`config.mk`:
```
export PLATFORM = sky130hd
export DESIGN_NAME = pair_triple_bist
export DESIGN_NICKNAME = d
export VERILOG_FILES = /design/src/rtl/pair_triple_bist_pkg.sv /design/src/rtl/pair_triple_ref.sv /design/src/rtl/pair_triple_bist.sv
export SDC_FILE = /design/constraint.sdc
export NUM_CORES = 1
export LEC_CHECK = 0
export CAP_MARGIN = 25
export CORE_ASPECT_RATIO = 1.5
export CORE_MARGIN = 8
export CORE_UTILIZATION = 40
export DETAILED_ROUTE_END_ITERATION = 12
export PLACE_DENSITY = 0.65
export SETUP_SLACK_MARGIN = 0.1
export SLEW_MARGIN = 0
export SYNTH_ARGS = -nofsm -noshare
export SYNTH_HDL_FRONTEND = slang
export SYNTH_HIERARCHICAL = 1
export SYNTH_SLANG_ARGS = --single-unit
```
`constraint.sdc`:
```
create_clock -name clk -period 1.95 [get_ports clk]
set_clock_uncertainty 0.05 [all_clocks]
set_input_delay 0.39 -clock clk [delete_from_list [all_inputs] [get_ports clk]]
set_output_delay 0.39 -clock clk [all_outputs]
set_load 0.05 [all_outputs]
```
`src/rtl/pair_triple_bist_pkg.sv`:
```
// Shared widths, sweep length and FSM state encoding for the pair/triple detector BIST.
package pair_triple_bist_pkg;

    localparam int unsigned NUM_VECTORS = 8;
    localparam int unsigned VEC_W       = 3;
    localparam int unsigned CNT_W       = 4;

    typedef enum logic [1:0] {
        IDLE   = 2'd0,
        SETTLE = 2'd1,
        CHECK  = 2'd2,
        DONE   = 2'd3
    } state_t;

endpackage

```
`src/rtl/pair_triple_ref.sv`:
```
// Golden model of the detector: output is 1 when two or more inputs are 1.
module pair_triple_ref (
    input  logic in0,
    input  logic in1,
    input  logic in2,
    output logic expected_c
);

    // Majority of three inputs
    assign expected_c = (in0 & in1) | (in0 & in2) | (in1 & in2);

endmodule

```
`src/rtl/pair_triple_bist.sv`:
```
// Self-test engine: sweeps all input vectors into the detector, compares its
// output against the golden model and reports pass/fail, count and first failure.
module pair_triple_bist
    import pair_triple_bist_pkg::*;
#(
    parameter int unsigned SETTLE_CYCLES = 1
) (
    input  logic             clk,
    input  logic             rst,
    input  logic             start,
    output logic             drv_in0,
    output logic             drv_in1,
    output logic             drv_in2,
    input  logic             dut_out,
    output logic             busy,
    output logic             done,
    output logic             pass,
    output logic [CNT_W-1:0] fail_count,
    output logic [VEC_W-1:0] first_fail_vec,
    output logic             fail_seen
);

    localparam logic [CNT_W-1:0] SCNT_INIT = CNT_W'(SETTLE_CYCLES);
    localparam logic [VEC_W-1:0] LAST_VEC  = VEC_W'(NUM_VECTORS - 1);

    state_t             state;
    logic [VEC_W-1:0]   vec;
    logic [CNT_W-1:0]   scnt;
    logic [VEC_W-1:0]   drv_vec;
    logic               expected_c;
    logic               mismatch_c;
    logic [CNT_W-1:0]   fail_count_nxt_c;

    assign drv_in0 = drv_vec[2];
    assign drv_in1 = drv_vec[1];
    assign drv_in2 = drv_vec[0];

    pair_triple_ref u_ref (
        .in0        (vec[2]),
        .in1        (vec[1]),
        .in2        (vec[0]),
        .expected_c (expected_c)
    );

    // Compare sampled detector output with the golden value for the current vector
    always_comb begin
        mismatch_c       = (dut_out != expected_c);
        fail_count_nxt_c = fail_count + CNT_W'(mismatch_c);
    end

    // Sweep FSM with registered drive, status and result outputs
    always_ff @(posedge clk) begin
        if (rst) begin
            state          <= IDLE;
            vec            <= '0;
            scnt           <= '0;
            drv_vec        <= '0;
            busy           <= 1'b0;
            done           <= 1'b0;
            pass           <= 1'b0;
            fail_count     <= '0;
            first_fail_vec <= '0;
            fail_seen      <= 1'b0;
        end else begin
            case (state)
                IDLE, DONE: begin
                    if (start) begin
                        state          <= SETTLE;
                        vec            <= '0;
                        scnt           <= SCNT_INIT;
                        drv_vec        <= '0;
                        busy           <= 1'b1;
                        done           <= 1'b0;
                        pass           <= 1'b0;
                        fail_count     <= '0;
                        first_fail_vec <= '0;
                        fail_seen      <= 1'b0;
                    end
                end
                SETTLE: begin
                    scnt <= scnt - CNT_W'(1);
                    if (scnt <= CNT_W'(1)) begin
                        state <= CHECK;
                    end
                end
                CHECK: begin
                    if (mismatch_c) begin
                        fail_count <= fail_count_nxt_c;
                        if (!fail_seen) begin
                            first_fail_vec <= vec;
                            fail_seen      <= 1'b1;
                        end
                    end
                    if (vec == LAST_VEC) begin
                        state   <= DONE;
                        drv_vec <= '0;
                        busy    <= 1'b0;
                        done    <= 1'b1;
                        pass    <= (fail_count_nxt_c == '0);
                    end else begin
                        state   <= SETTLE;
                        vec     <= vec + VEC_W'(1);
                        drv_vec <= vec + VEC_W'(1);
                        scnt    <= SCNT_INIT;
                    end
                end
                default: begin
                    state <= IDLE;
                end
            endcase
        end
    end

endmodule

```
Word level (Yosys, flattened, before mapping)
Index checks and enable logic that the tools add are counted.
{"block": "totals", "word_cells": 69, "in_bits": 4, "out_inout_bits": 14, "register_bits": 23}
{"block": "classes", "eq_ne": 11, "n_lt_le_gt_ge": 1, "addsub": 3, "reduce_logical": 11, "n_bitwise": 5, "muxes": 28}
{"operator": "$pmux W3 S2", "n": 3}
{"operator": "$mux W4", "n": 4}
{"operator": "$mux W3", "n": 5}
{"operator": "$ne A2 B2 Y1 const B", "n": 6}
{"operator": "$pmux W4 S3", "n": 1}
{"operator": "$reduce_and A3 Y1", "n": 3}
{"operator": "$pmux W1 S2", "n": 4}
{"operator": "$pmux W4 S2", "n": 1}
{"operator": "$mux W1", "n": 6}
{"operator": "$mux W2", "n": 3}
{"operator": "$pmux W2 S3", "n": 1}
{"operator": "$reduce_and A2 Y1", "n": 3}
{"operator": "$add A4 B1 Y4", "n": 1}
{"operator": "$eq A2 B2 Y1 const B", "n": 2}
{"operator": "$le A4 B1 Y1 const B", "n": 1}
{"operator": "$logic_not A4 Y1", "n": 1}
{"operator": "$reduce_and A4 Y1", "n": 1}
{"operator": "$sub A4 B1 Y4 const B", "n": 1}
{"operator": "$add A3 B1 Y3 const B", "n": 1}
{"operator": "$and A1 B1 Y1", "n": 3}
{"operator": "$eq A3 B3 Y1 const B", "n": 1}
{"operator": "$eq A2 B1 Y1 const B", "n": 1}
{"operator": "$logic_not A2 Y1", "n": 1}
{"operator": "$or A1 B1 Y1", "n": 2}
{"operator": "3 further kinds", "n": 3}

Longest topological paths before layout
Gate-level depths: netlist of run 1.
{"block": "depth", "ltp_word": 8, "mapped_depth": 8, "mapped_depth_nobuf": 8}

By module
Netlist of run 1, hierarchy kept.
{"mod": "pair_triple_bist", "cells_per_inst": 134, "seq_area_each_um2": 460.4, "instances": 1, "area_per_inst_um2": 1158.6}
{"mod": "pair_triple_ref", "cells_per_inst": 1, "seq_area_each_um2": 0.0, "instances": 1, "area_per_inst_um2": 11.3}

Worst setup path before layout of run 1
OpenSTA, ideal clock, no wires.
{"block": "synth_timing", "path_kind": "reg2reg", "startpoint": "register vec[0]", "endpoint": "register pass", "path_stages_with_launch": 9, "path_slack_ns": -0.052, "path_buffers": 0, "synth_period_minus_slack_ns": 2.002, "arrival_ns": 1.860, "path_cell_list": "dfxtp_1 > maj3_2 > xnor2_1 > inv_1 > ha_1 > ha_1 > nor3_1 > nand4_1 > o32ai_1"}
{"block": "synth_via", "elab_chain_cells": 8}
{"element": "start: declaration", "line_no": "pair_triple_bist.sv:27", "text": "logic [VEC_W-1:0] vec;"}
{"element": "start signal: assignment", "line_no": "pair_triple_bist.sv:102", "text": "vec <= vec + VEC_W'(1);"}
{"element": "$and A1 B1 Y1", "line_no": "pair_triple_ref.sv:10", "text": "assign expected_c = (in0 & in1) | (in0 & in2) | (in1 & in2);"}
{"element": "$or A1 B1 Y1", "line_no": "pair_triple_ref.sv:10"}
{"element": "$or A1 B1 Y1 (*)", "line_no": "pair_triple_ref.sv:10"}
{"element": "net expected_c", "line_no": "pair_triple_bist.sv:30", "text": "logic expected_c;"}
{"element": "$ne A1 B1 Y1 (*)", "line_no": "pair_triple_bist.sv:47", "text": "mismatch_c = (dut_out != expected_c);"}
{"element": "$add A4 B1 Y4 (*)", "line_no": "pair_triple_bist.sv:48", "text": "fail_count_nxt_c = fail_count + CNT_W'(mismatch_c);"}
{"element": "$logic_not A4 Y1 (*)", "line_no": "pair_triple_bist.sv:99", "text": "pass <= (fail_count_nxt_c == '0);"}
{"element": "$mux W1 (*)", "line_no": "pair_triple_bist.sv:94", "text": "if (vec == LAST_VEC) begin"}
{"element": "$pmux W1 S2 (*)", "line_no": "pair_triple_bist.sv:65", "text": "case (state)"}
{"element": "end signal: assignment", "line_no": "pair_triple_bist.sv:99"}
{"element": "end: declaration", "line_no": "pair_triple_bist.sv:17", "text": "output logic pass,"}
Mark *: on every way through the listed nets, which the timed path passes. The rest lies on a longest branch. The select of a mux whose other input is x is not followed.
A chain may end at the register's enable or synchronous reset.

Final worst setup path of run 1
Same ends and word-level chain as after synthesis.

==> metrics.txt, run 1 <==
# TYPE chip_impl_metric gauge
chip_impl_metric{name="vias_per_cell",unit=""} 5.27
chip_impl_metric{name="remaining_drc_errors",unit=""} 0
chip_impl_metric{name="synth_cells",unit=""} 135
chip_impl_metric{name="fmaxAchievable",unit="MHz"} 548
chip_impl_metric{name="mappedNetlistArea",unit="um2"} 1170
chip_impl_info{name="tritoncts",value="built"} 1
chip_impl_metric{name="report.final.setup_viol",unit=""} 0
chip_impl_metric{name="max_slew_margin",unit="%"} 66.1
chip_impl_metric{name="number_of_antenna_violations_at_the_first_check_in_global_routing",unit=""} 0
chip_impl_info{name="critical_path.endpoint_type",value="register"} 1
chip_impl_info{name="min_path_type",value="reg -> reg"} 1
chip_impl_metric{name="ant_nets",unit=""} 0
chip_impl_metric{name="drive_gt1_share",unit="%"} 25.5
chip_impl_metric{name="synthesis.nets",unit=""} 148
chip_impl_metric{name="flip_flop_and_latch_count_after_synthesis",unit=""} 23
chip_impl_metric{name="final_wirelength",unit="um"} 2770
chip_impl_metric{name="detailedPlacementHpwl",unit="um"} 2120
chip_impl_metric{name="num_vias",unit=""} 1076
chip_impl_metric{name="worst_slew_pin_slew",unit="ns"} 0.507
chip_impl_metric{name="maxCapViolations",unit=""} 0
chip_impl_metric{name="synth.distinct_cells",unit=""} 35
chip_impl_metric{name="width_of_the_die",unit="um"} 60.2
chip_impl_metric{name="fp.coreArea",unit="um2"} 2850
chip_impl_metric{name="timing_hold_violations_final",unit=""} 0
chip_impl_metric{name="yosys_warnings",unit=""} 6
chip_impl_metric{name="fp.dieArea",unit="um2"} 4950
chip_impl_metric{name="grt_util_all_layers",unit="%"} 12.2
chip_impl_metric{name="power_density",unit="nW/um2"} 733
chip_impl_metric{name="seqCellArea",unit="um2"} 463
chip_impl_metric{name="drt_first_pass_iters",unit=""} 4
chip_impl_metric{name="initial_utilization",unit="%"} 41.0
chip_impl_metric{name="cts.sink_count",unit=""} 23
chip_impl_metric{name="power_leakage",unit="nW"} 0.659
chip_impl_metric{name="grt_pass1_wl",unit="um"} 4680
chip_impl_metric{name="globalplace.congestion",unit=""} 0.809
chip_impl_metric{name="cp.required",unit="ns"} 2.07
chip_impl_metric{name="seq_area_frac_synth",unit="%"} 39.4
chip_impl_metric{name="path_max_fanout",unit=""} 2
chip_impl_info{name="timing.setup.critical_path_class",value="reg -> reg"} 1
chip_impl_metric{name="synth_area_per_cell",unit="um2"} 8.67
chip_impl_metric{name="first_global_vias",unit=""} 1045
chip_impl_metric{name="cts_made_buffers",unit=""} 3
chip_impl_info{name="worst_hold_startpoint",value="drv_vec[1]"} 1
chip_impl_metric{name="post_cts_hold_buffer_count",unit=""} 0
chip_impl_metric{name="dr.first_iter.drc_count",unit=""} 17
chip_impl_info{name="yosys_top_cell_by_area",value="dfxtp_1"} 1
chip_impl_info{name="rsz0062_at_grt",value="true"} 1
chip_impl_metric{name="min_period",unit="ns"} 1.83
chip_impl_metric{name="dieHeight",unit="um"} 82.2
chip_impl_metric{name="io-pin-count",unit=""} 18
chip_impl_metric{name="yosys.area.top_type_share",unit="%"} 39.4
chip_impl_metric{name="areaGrowthSynthToFinish",unit="%"} 33.0
chip_impl_metric{name="row_count",unit=""} 24
chip_impl_metric{name="insertedDiodeCount",unit=""} 0
chip_impl_metric{name="preCtsSetupSlack",unit="ns"} -0.204
chip_impl_metric{name="worst_setup_hold_path_clk_slew",unit="ns"} 0.08
chip_impl_metric{name="clkLatencyLatePin",unit="ns"} 0.26
chip_impl_metric{name="arrival",unit="ns"} 1.95
chip_impl_metric{name="holdWs",unit="ns"} 0.406
chip_impl_metric{name="grt_max_degree",unit=""} 17
chip_impl_metric{name="post-place-cells",unit=""} 199
chip_impl_info{name="synthTopCellsByArea",value="dfxtp_1 39%, ha_1 9.6%, a21oi_1 6.8%"} 1
chip_impl_metric{name="clock_path_buffers",unit=""} 2
chip_impl_metric{name="final_net_count",unit=""} 179
chip_impl_metric{name="utilization",unit="%"} 54.6
chip_impl_metric{name="globalRoute.totalOverflow",unit=""} 0
chip_impl_metric{name="fin_crit_sh",unit="%"} 93.6
chip_impl_info{name="timing.rr.start",value="vec[0]"} 1
chip_impl_metric{name="instances_no_fill",unit=""} 204
chip_impl_info{name="cts_root_buffer",value="clkbuf_8"} 1
chip_impl_metric{name="vdd_ir_drop_max",unit="V"} 0.000458
chip_impl_info{name="outcome",value="completed"} 1
chip_impl_metric{name="h-tree-depth",unit=""} 1
chip_impl_info{name="setup.worst_path.start_class",value="register"} 1
chip_impl_info{name="crit_path_start",value="vec[0]"} 1
chip_impl_metric{name="multi_input_area",unit="um2"} 702
chip_impl_metric{name="wl_per_cell",unit="um"} 13.6
chip_impl_metric{name="setup_ws",unit="ns"} 0.125
chip_impl_metric{name="num-fill-cells",unit=""} 257
chip_impl_metric{name="port-buffer-count",unit=""} 17
chip_impl_metric{name="final-max-slew-violation-count",unit=""} 0
chip_impl_metric{name="timing.setup.tns",unit="ns"} 0
where the power goes:
| part | total, mW | switching (mW) | internal (mW) | leakage (nW) |
|---|---|---|---|---|
| combinational | 0.327 | 0.183 | 0.144 | 0.449 |
| clock | 0.293 | 0.148 | 0.146 | 0.0228 |
| sequential | 0.521 | 0.0243 | 0.497 | 0.187 |
| total | 1.14 | 0.355 | 0.786 | 0.659 |
metal layers:
metal  share of wire (%)  global-route usage (%)  vias up
met3                 4.6                    2.33        5
met1                  44                    13.9      506
li1                    -                       -      541
met2                  50                    21.2       24
met5                   0                       0        -
met4                 1.4                    5.04        0
registers in the layout, summed over array words and instances, names as in the netlist:
name and flops:
busy 1, done 1, drv_vec 3, fail_count 4, fail_seen 1, first_fail_vec 3
pass 1, scnt 4, state 2, vec 3
kinds of logic after synthesis:
family | after synthesis | synth area share [%]
AOI/OAI and AO/OA | 39 | 21.5
muxes | 1 | 1.18
adders and majority gates | 10 | 10.6
and+or+nand+nor | 42 | 19.6
DFF | 23 | 39.4
xor gates and xnor gates | 3 | 2.25
buffers and inverters | 17 | 5.56
cells in the mapped netlist:
cell	instances
a221o_1	1
nor2b_1	3
and3_1	1
a32oi_1	2
xnor2_1	3
o31a_1	2
inv_1	12
a211oi_1	1
mux2i_2	1
a21oi_1	16
a22oi_1	1
buf_1	1
nand4_1	2
nand4b_1	1
o31ai_1	1
a21o_1	1
buf_2	1
clkbuf_1	3
or3_1	2
dfxtp_1	23
and3b_1	1
nand3_1	1
nand2b_1	4
nor4b_2	1
nor3_1	3
ha_1	9
o21ai_0	7
a22o_1	3
nand3b_1	2
o32ai_1	4
nor4_1	1
maj3_2	1
nor2b_2	1
nor2_1	10
nand2_1	9
cell type report:
class | instances | share of cell area (%)
clock buffers | 4 | 2.89
inverters | 12 | 2.89
well taps | 39 | 3.14
repair buffers | 31 | 16.2
multi-input cells | 95 | 45.1
flip-flops and latches | 23 | 29.7
worst max-delay path: stages, from the launching register on:
cell,delay [ns]
dfxtp_2,0.33
maj3_2,0.33
xnor2_2,0.18
inv_2,0.08
ha_4,0.17
ha_4,0.21
nor3_2,0.14
nand4_1,0.13
o32ai_2,0.12
through the flow:
step | total power, mW | area [um2]
final | 1.14 | 1560
after global routing | 1.21 | 1560
after CTS | 1.14 | 1540
after detailed placement | 0.842 | 1470
after global placement | 0.831 | 1470
after floorplan | 0.734 | 1190
cell usage in the layout, fill, tap and decap left out, types with 2 or more instances in the layout:
master / count
o21ai_0: 7
or3_1: 2
nor3_1: 2
nor2_1: 9
clkdlybuf4s50_1: 3
nand2_1: 9
ha_1: 5
a21oi_1: 16
nand4_1: 2
inv_1: 11
a32oi_1: 2
o32ai_1: 3
a22o_1: 3
dfxtp_2: 2
ha_2: 2
dlymetal6s2s_1: 2
xnor2_1: 2
o31a_1: 2
buf_4: 24
dlygate4sd2_1: 2
dfxtp_1: 21
clkbuf_8: 3
nand3b_1: 2
ha_4: 2
nor2b_1: 3
nand2b_1: 4
final timing paths:
check / to / slack [ns] / cells past startpoint
hold / removal: drv_vec[1] / 0.41 / 2
setup reg to reg: pass / 0.12 / 8
hold reg to reg: drv_vec[1] / 0.41 / 2
setup / recovery: pass / 0.12 / 8
timing repair:
| action | in CTS | in global routing |
|---|---|---|
| setup endpoints to repair | 3 | 13 |
| resized for setup | 6 | 7 |
| pin swaps | 3 | 4 |
| setup buffers | 1 | 0 |
(Power assumes the default switching activity.)
==> run 2: changes to the inputs <==
Settings changed: CORE_MARGIN 8 to 2.
==> run 2 against run 1 <==
Compared with the run above: die area down 32%; total power down 0.38%; flip-flop and latch count unchanged; critical path type unchanged; largest cell class unchanged.
==> metrics.txt, run 2 (same netlist as run 1, synthesis figures left out) <==
# TYPE chip_impl_metric gauge
chip_impl_info{name="outcome",value="completed"} 1
chip_impl_metric{name="ant_nets",unit=""} 0
chip_impl_metric{name="fp.coreArea",unit="um2"} 2850
chip_impl_metric{name="vias_per_cell",unit=""} 5.23
chip_impl_metric{name="grt_util_all_layers",unit="%"} 17.6
chip_impl_metric{name="multi_input_area",unit="um2"} 696
chip_impl_info{name="critical_path.endpoint_type",value="register"} 1
chip_impl_metric{name="dieHeight",unit="um"} 70.2
chip_impl_metric{name="clkLatencyLatePin",unit="ns"} 0.27
chip_impl_info{name="worst_reg2reg_endpoint",value="pass"} 1
chip_impl_metric{name="min_period",unit="ns"} 1.80
chip_impl_metric{name="cts.sink_count",unit=""} 23
chip_impl_metric{name="timing.hold.worst_path_depth",unit=""} 2
chip_impl_metric{name="power_frac_comb",unit="%"} 27.5
chip_impl_metric{name="globalplace.congestion",unit=""} 0.737
chip_impl_metric{name="insertedDiodeCount",unit=""} 0
chip_impl_metric{name="seqPwrFrac",unit="%"} 45.8
chip_impl_metric{name="timing.reg2reg.setup_slack",unit="ns"} 0.15
chip_impl_metric{name="global_route.usage.met1",unit="%"} 23.3
chip_impl_metric{name="cp.required",unit="ns"} 2.08
chip_impl_metric{name="timing_hold_violations_final",unit=""} 0
chip_impl_metric{name="seqCellArea",unit="um2"} 463
chip_impl_metric{name="netSwitchingPower",unit="uW"} 359
chip_impl_metric{name="number_of_antenna_violations_at_the_first_check_in_global_routing",unit=""} 0
chip_impl_info{name="worst_hold_startpoint",value="drv_vec[1]"} 1
chip_impl_metric{name="internal-power",unit="uW"} 778
chip_impl_info{name="commonest_cells_after_routing_fill_and_taps_aside",value="21 x dfxtp_1, 18 x buf_4, 16 x a21oi_1, 11 x inv_1"} 1
chip_impl_info{name="mostFrequentLayoutCell",value="dfxtp_1"} 1
chip_impl_metric{name="num-fill-cells",unit=""} 278
chip_impl_metric{name="fmaxAchievable",unit="MHz"} 556
chip_impl_info{name="min_path_type",value="reg -> reg"} 1
chip_impl_metric{name="power_leakage",unit="nW"} 0.662
chip_impl_metric{name="h-tree-depth",unit=""} 1
chip_impl_metric{name="final_net_count",unit=""} 178
chip_impl_metric{name="io-pin-count",unit=""} 18
chip_impl_info{name="timing.rr.start",value="vec[1]"} 1
chip_impl_metric{name="fp.dieArea",unit="um2"} 3380
chip_impl_metric{name="row_count",unit=""} 24
chip_impl_info{name="rsz0062_at_grt",value="true"} 1
chip_impl_metric{name="remaining_drc_errors",unit=""} 0
chip_impl_metric{name="areaGrowthSynthToFinish",unit="%"} 32.4
chip_impl_metric{name="preCtsSetupSlack",unit="ns"} -0.161
chip_impl_info{name="layer_with_the_highest_usage",value="met2"} 1
chip_impl_metric{name="pwr-share-clk",unit="%"} 26.7
chip_impl_metric{name="utilization",unit="%"} 54.3
chip_impl_metric{name="vdd_ir_drop_max",unit="V"} 0.000391
chip_impl_metric{name="initial_utilization",unit="%"} 41.0
chip_impl_metric{name="met2_usage",unit="%"} 27.2
chip_impl_metric{name="detailedPlacementHpwl",unit="um"} 1940
chip_impl_metric{name="worst_slew_pin_slew",unit="ns"} 0.505
chip_impl_metric{name="max_slew_margin",unit="%"} 66.3
chip_impl_metric{name="grt_max_degree",unit=""} 15
chip_impl_metric{name="drive_gt1_share",unit="%"} 20.7
chip_impl_metric{name="power_density",unit="nW/um2"} 734
chip_impl_metric{name="width_of_the_die",unit="um"} 48.2
chip_impl_metric{name="setup_ws",unit="ns"} 0.150
chip_impl_metric{name="grt.met3_usage",unit="%"} 3.36
chip_impl_metric{name="num_vias",unit=""} 1062
chip_impl_metric{name="grt_pass1_wl",unit="um"} 4470
chip_impl_info{name="worst_hold_path.endpoint",value="drv_vec[1]"} 1
chip_impl_metric{name="maxCapViolations",unit=""} 0
chip_impl_metric{name="report.final.setup_viol",unit=""} 0
chip_impl_metric{name="reg2reg_depth",unit=""} 8
chip_impl_metric{name="final-max-slew-violation-count",unit=""} 0
chip_impl_metric{name="port-buffer-count",unit=""} 17
chip_impl_metric{name="final_wirelength",unit="um"} 2580
chip_impl_info{name="cts_root_buffer",value="clkbuf_8"} 1
chip_impl_metric{name="wl_per_cell",unit="um"} 12.7
chip_impl_metric{name="path_max_fanout",unit=""} 2
chip_impl_metric{name="cts_made_buffers",unit=""} 3
chip_impl_metric{name="first_global_vias",unit=""} 1015
chip_impl_metric{name="fin_crit_sh",unit="%"} 92.3
chip_impl_info{name="tritoncts",value="built"} 1
chip_impl_metric{name="clock_path_buffers",unit=""} 2
chip_impl_metric{name="switching_portion_of_total_power",unit="%"} 31.6
chip_impl_info{name="reg.largest.list",value="fail_count (4), scnt (4)"} 1
chip_impl_metric{name="design_power_total",unit="mW"} 1.14
chip_impl_metric{name="dr.first_iter.drc_count",unit=""} 33
chip_impl_metric{name="arrival",unit="ns"} 1.93
chip_impl_info{name="timing.setup.critical_path_class",value="reg -> reg"} 1
chip_impl_info{name="setup.worst_path.start_class",value="register"} 1
chip_impl_metric{name="worst_setup_hold_path_clk_slew",unit="ns"} 0.08
chip_impl_metric{name="globalRoute.totalOverflow",unit=""} 0
chip_impl_metric{name="drt_first_pass_iters",unit=""} 4
-- run 2: changes by cell type in the layout (fill, tap and decap cells not counted), sizes merged --
| cell | change |
|---|---|
| buf | -6 |
| dlygate4sd2 | +5 |
-- run 2: per-stage QoR --
stage	hold slack, ns	instance area (um2)	std cells	setup TNS [ns]
floorplan	0.408	1190	135	0
global placement	0.394	1470	198	-0.200
detailed placement	0.397	1470	198	-0.273
CTS	0.409	1520	202	0
global route	0.434	1550	203	0
finish	0.402	1550	203	0
-- run 2: critical path: stages, from the launching register on --
cell	delay (ns)
dfxtp_2	0.33
maj3_2	0.32
xnor2_2	0.18
inv_2	0.07
ha_4	0.17
ha_4	0.21
nor3_2	0.14
nand4_1	0.11
o32ai_1	0.14
-- run 2: power groups by stage --
| stage | clock (mW) | combinational [mW] | sequential (mW) |
|---|---|---|---|
| 6_report | 0.304 | 0.312 | 0.520 |
| 5_1_grt | 0.324 | 0.351 | 0.525 |
| 4_1_cts | 0.311 | 0.303 | 0.520 |
| 3_5_place_dp | 0 | 0.302 | 0.531 |
| 3_3_place_gp | 0 | 0.298 | 0.528 |
| 2_1_floorplan | 0 | 0.189 | 0.545 |
-- run 2: routing by layer --
layer  vias to the layer above  wire length (um)
met5                         -                 0
met4                         0                66
met3                         7                70
met2                        17              1240
met1                       498              1200
li1                        540                 -
-- run 2: repair_timing --
item                       in CTS  in global routing
pin swaps                       3                  4
resized for setup              11                  5
setup buffers                   0                  1
hold buffers                    0                  0
setup endpoints to repair       8                 10
-- run 2: layout make-up --
type,count,share of cell area [%]
multi-input cells,95,44.9
flip-flops and latches,23,29.9
repair buffers,30,16.2
well taps,39,3.15
clock buffers,4,2.91
inverters,12,2.91
-- run 2: worst max path at each step --
stage | startpoint | end | cells after the start
floorplan | vec[0] | pass | 8
global placement | dut_out | pass | 8
detailed placement | dut_out | pass | 8
CTS | vec[1] | pass | 8
global route | vec[1] | pass | 8
finish | vec[1] | pass | 8
